$ cat src/rtl/mux_scan_reg.sv
// mux_scan_reg
//   N-channel, WIDTH-bit mux with a registered output and valid/ready handshake.
//   MANUAL mode captures the channel named by sel on a sel_load strobe; SCAN mode
//   samples every channel round-robin, one capture per SCAN_HOLD cycles.
// Ports
//   clk, rst_n     clock, async active-low reset (sync release expected upstream)
//   in_data        CH packed channels, channel k at [k*WIDTH +: WIDTH]
//   mode           0 = MANUAL, 1 = SCAN
//   sel, sel_load  MANUAL channel index and one-cycle capture strobe
//   out_data/ch    registered sample and the channel it came from
//   out_valid      sample present; consumed when out_valid & out_ready
//   sel_err        one-cycle pulse when a MANUAL load names a channel >= CH
module mux_scan_reg #(
  parameter int WIDTH     = 4,
  parameter int CH        = 4,
  parameter int SEL_W     = 2,
  parameter int SCAN_HOLD = 4
) (
  input  logic                  clk,
  input  logic                  rst_n,
  input  logic [CH*WIDTH-1:0]   in_data,
  input  logic                  mode,
  input  logic [SEL_W-1:0]      sel,
  input  logic                  sel_load,
  output logic [WIDTH-1:0]      out_data,
  output logic [SEL_W-1:0]      out_ch,
  output logic                  out_valid,
  input  logic                  out_ready,
  output logic                  sel_err
);

  typedef enum logic {ST_MANUAL = 1'b0, ST_SCAN = 1'b1} state_t;

  localparam int                CNT_W    = (SCAN_HOLD > 1) ? $clog2(SCAN_HOLD) : 1;
  localparam logic [CNT_W-1:0]  CNT_LAST = CNT_W'(SCAN_HOLD - 1);
  localparam logic [SEL_W-1:0]  PTR_LAST = SEL_W'(CH - 1);

  state_t             state_q, state_d;
  logic [CNT_W-1:0]   cnt_q, cnt_d;
  logic [SEL_W-1:0]   ptr_q, ptr_d;
  logic [WIDTH-1:0]   out_data_q, out_data_d;
  logic [SEL_W-1:0]   out_ch_q, out_ch_d;
  logic               out_valid_q, out_valid_d;
  logic               sel_err_q, sel_err_d;
  logic               sel_ok;
  logic               free;

  // When CH fills the whole index space every sel value is legal; testing
  // sel < CH there would be a constant compare.
  generate
    if (CH == (1 << SEL_W)) begin : g_sel_full
      assign sel_ok = 1'b1;
    end else begin : g_sel_part
      localparam logic [SEL_W-1:0] CH_L = SEL_W'(CH);
      assign sel_ok = (sel < CH_L);
    end
  endgenerate

  // Channel select without slicing past the end of in_data for illegal indices.
  function automatic logic [WIDTH-1:0] pick(input logic [CH*WIDTH-1:0] d,
                                            input logic [SEL_W-1:0]    idx);
    logic [WIDTH-1:0] r;
    r = '0;
    for (int k = 0; k < CH; k++) begin
      if (idx == SEL_W'(k)) r = d[k*WIDTH +: WIDTH];
    end
    return r;
  endfunction

  assign free = !out_valid_q || out_ready;

  always_comb begin
    state_d     = state_t'(mode);
    cnt_d       = cnt_q;
    ptr_d       = ptr_q;
    out_data_d  = out_data_q;
    out_ch_d    = out_ch_q;
    out_valid_d = out_valid_q;
    sel_err_d   = 1'b0;

    // Accepted transfer empties the register unless a capture below refills it.
    if (out_valid_q && out_ready) out_valid_d = 1'b0;

    if (!mode) begin
      cnt_d = '0;
      if (sel_load) begin
        if (!sel_ok) begin
          sel_err_d = 1'b1;
        end else if (free) begin
          out_data_d  = pick(in_data, sel);
          out_ch_d    = sel;
          out_valid_d = 1'b1;
        end
      end
    end else begin
      if (state_q != ST_SCAN) begin
        // Mode change cycle: restart the hold interval, pointer is kept.
        cnt_d = '0;
      end else if (cnt_q != CNT_LAST) begin
        cnt_d = cnt_q + CNT_W'(1);
      end else if (free) begin
        out_data_d  = pick(in_data, ptr_q);
        out_ch_d    = ptr_q;
        out_valid_d = 1'b1;
        ptr_d       = (ptr_q == PTR_LAST) ? '0 : ptr_q + SEL_W'(1);
        cnt_d       = '0;
      end
      // Otherwise stalled at CNT_LAST: hold counter and pointer so no channel is skipped.
    end
  end

  always_ff @(posedge clk or negedge rst_n) begin
    if (!rst_n) begin
      state_q     <= ST_MANUAL;
      cnt_q       <= '0;
      ptr_q       <= '0;
      out_data_q  <= '0;
      out_ch_q    <= '0;
      out_valid_q <= 1'b0;
      sel_err_q   <= 1'b0;
    end else begin
      state_q     <= state_d;
      cnt_q       <= cnt_d;
      ptr_q       <= ptr_d;
      out_data_q  <= out_data_d;
      out_ch_q    <= out_ch_d;
      out_valid_q <= out_valid_d;
      sel_err_q   <= sel_err_d;
    end
  end

  assign out_data  = out_data_q;
  assign out_ch    = out_ch_q;
  assign out_valid = out_valid_q;
  assign sel_err   = sel_err_q;

endmodule

$ cat config.mk
export PLATFORM = sky130hd
export DESIGN_NAME = mux_scan_reg
export DESIGN_NICKNAME = d
export VERILOG_FILES = /design/src/rtl/mux_scan_reg.sv
export SDC_FILE = /design/constraint.sdc
export NUM_CORES = 1
export LEC_CHECK = 0
export BUFFER_PORTS_ARGS = -buffer_cell sky130_fd_sc_hd__buf_4
export CAP_MARGIN = 20
export CORE_AREA = 2 2 49 51
export DETAILED_ROUTE_END_ITERATION = 10
export DIE_AREA = 0 0 51 53
export GPL_ROUTABILITY_DRIVEN = 0
export PLACE_DENSITY = 0.72
export SLEW_MARGIN = 20
export SYNTH_ARGS = -nofsm -noshare
export SYNTH_HDL_FRONTEND = slang
export SYNTH_SLANG_ARGS = --single-unit
$ cat constraint.sdc
create_clock -name clk -period 1.7 [get_ports clk]
set_input_delay 0.17 -clock clk [delete_from_list [all_inputs] [get_ports clk]]
set_output_delay 0.17 -clock clk [all_outputs]
set_load 0.01 [all_outputs]
==> metrics, run 1 <==
Mapped Area=between 700 and 800 µm²; Mapped Cells=76; Clk Latency, worst-skew pair=roughly 0.28 ns; count of non-filler cells in the finished layout=135; Leak=around 0.49 nW; CP Depth=6; critical path capture point type=register; Power, Total=a little under 0.8 mW; hold depth=1; post-synthesis sequential area ratio=0.377; nets=between 100 and 150; IO Pins=31; layout cells sized above 1=0.383; Sequential cell area=approximately 300 µm²; port buffer count=29; H-tree levels=1; worst-path maximum fanout=4; Worst Hold Launch=mode; CTS tree=built; Detailed Route Iter0 Violations=16; critical path startpoint category=register; worst r2r src=ptr_q[0]$_DFFE_PN0P_; Layout area overhead=35.2%; Cell variety after synth=21; Worst R2R End=out_data[1]$_DFFE_PN0P_; Cell Rows=17; grt peak-use layer=met2; Max Freq=0.617 GHz; setup tns final=0 ns; worst-path cell chain=inv_1 > ha_1 > or2_4 > a221oi_1 > o21ai_0 > o22a_1; CP required=approximately 1.9 ns; Worst Hold Path EP=state_q$_DFF_PN0_; smallest hold slack=about 0.12 ns; clock slew at reported path FFs=around 0.08 ns; GR Layer Usage met1=0.199; post-DP HPWL=1500 µm; Hold Path Class=in2reg; CP Class=reg2reg; first-pass GRT wire length=3110 µm; Slowest-stage cell, CP=dfrtp_1; outcome=finished clean; gr ovfl total=0; DRC Markers=0; area occupied by multi-input gates=~460 µm²; Pins Over Slew Limit=0; Reg power frac=0.433; Num CTS Buffers=3; Core Region=2150 µm²; Synth Register Bits=12; Via Count=about 750; Switching Share=0.305; Worst R2R Setup Slack=about 0.08 ns; pre-CTS WS=approximately 0.09 ns; met3 Usage GRT=0.0282; endpoints failing setup=0; RSZ-0062 raised after global routing=no; met2 usage=0.258; die height=53 µm; clk buf depth=2; die width=about 51 µm; sw power=roughly 0.24 mW; Clock power frac=0.227; DP Cell Count=130; DR vias/cell=roughly 5.5; syn_area_per_cell=~10 µm²; Largest delay share family, worst path=compound AO/OA/AOI/OAI gates; max_cap viols=0; syn nets=104; largest net degree at the start of global routing=15; Comb pwr share=0.340; FILL cells=211; fin crit share=0.953; crit-path max cell delay=0.41 ns; initial antenna violation count=0; Setup WS post-layout=about 0.08 ns; Ys Warns=0; drt wl/cell=14.4 µm; ANT cells=0; Worst VDD drop=~0.00032 V; Pwr per Cell Area=~740 nW/µm²; clk root buf=clkbuf_4; final count of hold timing violations=0; Total Routing Usage GR=0.156; Pre-Repair DR Iteration Count=4; Int Pwr=~0.55 mW; crit path buf inv count=1; TritonCTS Sinks=12; Initial Utilization=0.370; Die Area=2700 µm²; vias in the first global route=730; cells on worst reg2reg path=6; Critical Path AT=between 1.5 and 2 ns; drt total wl=~1900 µm; Final min period=between 1.5 and 2 ns; clk_skew=about 0.006 ns; Final ANT Viol Nets=0
==> flip-flops by register name, indices dropped and copies added (netlist names) <==
signal,cells
state_q,1
out_data,4
out_valid,1
ptr_q,2
out_ch,2
cnt_q,2
==> power groups by stage <==
stage	sequential [mW]	clock, mW	combinational [mW]
global placement	0.348	0	0.251
floorplan	0.360	0	0.128
CTS	0.345	0.177	0.258
finish	0.345	0.180	0.270
detailed placement	0.351	0	0.254
global route	0.348	0.194	0.297
==> placed cells by master, fill, tap and decap left out <==
cell / netlist / layout
nand3b_1: 1 / 1
conb_1: 1 / 1
o221ai_1: 4 / 4
nor2b_1: 6 / 5
dfrtp_1: 12 / 12
clkbuf_4: 0 / 3
nor2_1: 3 / 3
a221oi_1: 4 / 3
nand2b_1: 2 / 2
or2_1: 2 / 1
mux2i_1: 2 / 2
nand2_1: 4 / 4
buf_4: 2 / 31
nand3_1: 4 / 4
o22a_1: 4 / 4
mux4_2: 4 / 4
dlygate4sd3_1: 0 / 1
or2_4: 0 / 1
nor2b_2: 0 / 1
inv_1: 3 / 3
a221oi_2: 0 / 1
ha_1: 5 / 5
o21ai_0: 6 / 6
a21oi_1: 5 / 5
==> timing repair <==
item,in CTS,in global routing
hold endpoints to repair,12,0
buffers inserted,0,1
endpoints found under the setup margin,0,3
hold buffers,1,0
resized for setup,0,3
==> metal layers <==
metal  wire length [µm]  vias to the layer above  share of wire
li1                   -                      352              -
met1                833                      361           0.43
met2                950                       30           0.49
met3                120                        5          0.062
met4                 41                        0          0.021
met5                  0                        -              0
==> logic make-up (layout without fill, tap and decap cells) <==
group | count (synthesis) | after routing | synth area share
AO/OA/AOI/OAI | 23 | 23 | 0.201
buffers and inverters | 7 | 38 | 0.0534
flip-flops | 12 | 12 | 0.377
adder cells (fa/ha/maj) | 5 | 5 | 0.0786
multiplexers | 6 | 6 | 0.138
AND/OR/NAND/NOR | 22 | 22 | 0.146
other | 1 | 1 | 0.00471
==> worst max-delay path by stage <==
stage | from | endpoint | slack [ns]
2_1_floorplan | ptr_q[0]$_DFFE_PN0P_ | out_data[3]$_DFFE_PN0P_ | 0.23
3_3_place_gp | ptr_q[0]$_DFFE_PN0P_ | out_data[3]$_DFFE_PN0P_ | 0.16
3_5_place_dp | ptr_q[0]$_DFFE_PN0P_ | out_data[1]$_DFFE_PN0P_ | 0.09
4_1_cts | ptr_q[0]$_DFFE_PN0P_ | out_data[3]$_DFFE_PN0P_ | 0.04
5_1_grt | ptr_q[0]$_DFFE_PN0P_ | out_data[2]$_DFFE_PN0P_ | 0.007
6_report | ptr_q[0]$_DFFE_PN0P_ | out_data[1]$_DFFE_PN0P_ | 0.08
==> cell type report <==
type,count,area share
Inverter,3,0.0105
Sequential cell,12,0.279
Clock buffer,3,0.0209
Multi-Input combinational cell,57,0.431
Timing Repair Buffer,32,0.226
Tap cell,28,0.0326
==> worst register-to-register path, stage by stage (launching register included) <==
cell and delay (ns):
dfrtp_1 0.41, inv_1 0.10, ha_1 0.22, or2_4 0.27, a221oi_1 0.21, o21ai_0 0.12, o22a_1 0.17
==> synth_stat cells, drive strengths merged <==
library cell,number,area (µm²)
nand3,4,20.0
nand3b,1,7.51
o22a,4,35.0
a221oi,4,35.0
nor2,3,11.3
mux2i,2,20.0
mux4,4,90.1
a21oi,5,25.0
dfrtp,12,300
nor2b,6,37.5
nand2b,2,12.5
nand2,4,15.0
inv,3,11.3
o21ai,6,30.0
ha,5,62.6
buf,4,31.3
or2,2,12.5
conb,1,3.75
o221ai,4,35.0
==> through the flow <==
step / instance area [µm²] / utilization
5_1_grt: 1080 / 0.501
2_1_floorplan: 796 / -
3_3_place_gp: 1020 / 0.477
4_1_cts: 1060 / 0.492
3_5_place_dp: 1020 / 0.477
6_report: 1080 / 0.501
Note: power is estimated with default switching activity, not from simulation.
==> inputs of run 2 (changes only) <==
- SETUP_SLACK_MARGIN: default -> 0.5
==> metrics, run 2 (synthesized netlist as in run 1, its figures left out) <==
outcome=finished clean; post-DP HPWL=1520 µm (+1.4%); Hold Path Class=in2reg; Cell Rows=17 (unchanged); Die Area=2700 µm² (unchanged); nets=143 (+4.4%); port buffer count=29 (unchanged); max FFs per register=4 (unchanged); Critical Path AT=1.63 ns (-0.15 ns); Comb pwr share=0.350 (+0.010); first-pass GRT wire length=3390 µm (+9.3%); critical path capture point type=register; Worst VDD drop=0.000389 V (+20%); clk buf depth=2 (unchanged); Detailed Route Iter0 Violations=7 (-9); die height=53 µm (unchanged); Int Pwr=0.630 mW (+14%); drt total wl=2050 µm (+5.3%); die width=51 µm (unchanged); max_cap viols=0 (unchanged); ANT cells=0 (unchanged); fin crit share=0.854 (-0.0984); Clk Latency, worst-skew pair=0.28 ns (about the same); TritonCTS Sinks=12 (unchanged); Reg power frac=0.390 (-0.043); critical path startpoint category=register; clock slew at reported path FFs=0.08 ns (about the same); most common cell after layout, fill and taps aside=buf_4; CP required=1.87 ns (about the same); Initial Utilization=0.370 (unchanged); drt wl/cell=14.4 µm (+0.11%); CP Class=reg2reg; largest net degree at the start of global routing=15 (unchanged); H-tree levels=1 (unchanged); layout cells sized above 1=0.553 (+0.169); endpoints failing setup=0 (unchanged); Via Count=740 (-1.1%); Num CTS Buffers=3 (unchanged); Pwr per Cell Area=726 nW/µm² (-1.8%); vias in the first global route=728 (-0.27%); DR vias/cell=5.21 (-5.9%); gr ovfl total=0 (unchanged); Max Freq=0.689 GHz (+12%); Final min period=1.45 ns (-0.167 ns); Layout area overhead=55.8%; final count of hold timing violations=0 (unchanged); Total Routing Usage GR=0.172 (+0.0162); setup tns final=0 ns (unchanged); DRC Markers=0 (unchanged); Final ANT Viol Nets=0 (unchanged); smallest hold slack=0.114 ns (-0.00139 ns); initial antenna violation count=0 (unchanged); Pins Over Slew Limit=0 (unchanged); RSZ-0062 raised after global routing=yes; IO Pins=31 (unchanged); Core Region=2150 µm² (unchanged); clk root buf=clkbuf_4; Clock power frac=0.260 (+0.033); Pre-Repair DR Iteration Count=4 (unchanged); commonest non-fill, non-tap cells in the layout=37 x buf_4, 10 x dfrtp_1; worst-path maximum fanout=4 (unchanged); clk_skew=0.00279 ns (-0.00330 ns); CTS tree=built; sw power=0.270 mW (+12%); Leak=0.539 nW (+9.5%); Switching Share=0.300 (-0.00440)
-- run 2: power by group through the flow --
stage	combinational [mW]	clock [mW]	sequential, mW
floorplan	0.150	0	0.361
global placement	0.276	0	0.349
detailed placement	0.281	0	0.350
CTS	0.313	0.244	0.350
global route	0.346	0.252	0.354
finish	0.315	0.234	0.351
-- run 2: path summary, 6_finish.rpt --
| kind | slack [ns] | cells after the start | start | endpoint |
|---|---|---|---|---|
| worst max-delay path | 0.25 | 5 | ptr_q[0]$_DFFE_PN0P_ | out_data[1]$_DFFE_PN0P_ |
| worst min-delay path | 0.11 | 1 | mode | state_q$_DFF_PN0_ |
| worst max register to register | 0.25 | 5 | ptr_q[0]$_DFFE_PN0P_ | out_data[1]$_DFFE_PN0P_ |
| worst min register to register | 0.52 | 1 | out_data[1]$_DFFE_PN0P_ | out_data[1]$_DFFE_PN0P_ |
| max in group asynchronous | 1.26 | 2 | rst_n | ptr_q[1]$_DFFE_PN0P_ |
| min in group asynchronous | 0.26 | 2 | rst_n | out_data[2]$_DFFE_PN0P_ |
-- run 2: layout make-up --
type | instances | area, µm²
flip-flops and latches | 12 | 303
well taps | 28 | 35.0
repair buffers | 38 | 288
multi-input cells | 57 | 564
clock buffers | 4 | 36.3
inverters | 3 | 13.8
fillers | 199 | 908
-- run 2: worst max-delay path, cell delays in order (launching register included) --
cell	delay, ns
dfrtp_2	0.46
ha_4	0.18
or2_4	0.27
a221oi_2	0.19
o21ai_1	0.09
o22a_1	0.17
-- run 2: layer usage --
| layer | global-route usage | share of wire |
|---|---|---|
| met1 | 0.186 | 0.40 |
| met2 | 0.327 | 0.53 |
| met4 | 0.0270 | 0.0073 |
| met3 | 0.0593 | 0.059 |
| met5 | 0 | 0 |
-- run 2: metrics by stage --
step                cells  instance area [µm²]  power [mW]  utilization  setup slack (ns)
global placement      130                 1070       0.624        0.497             0.177
detailed placement    130                 1070       0.631        0.497             0.115
global route          142                 1240       0.953        0.577             0.182
finish                142                 1240       0.900        0.577             0.248
CTS                   141                 1220       0.907        0.569             0.245
floorplan              76                  842       0.511            -             0.307
-- run 2: what timing repair did --
action,CTS,global route
gates resized for setup,12,3
setup buffers,6,1
hold buffers,1,0
setup endpoints to repair,7,8
pin swaps,3,2
endpoints found under the hold margin,12,0
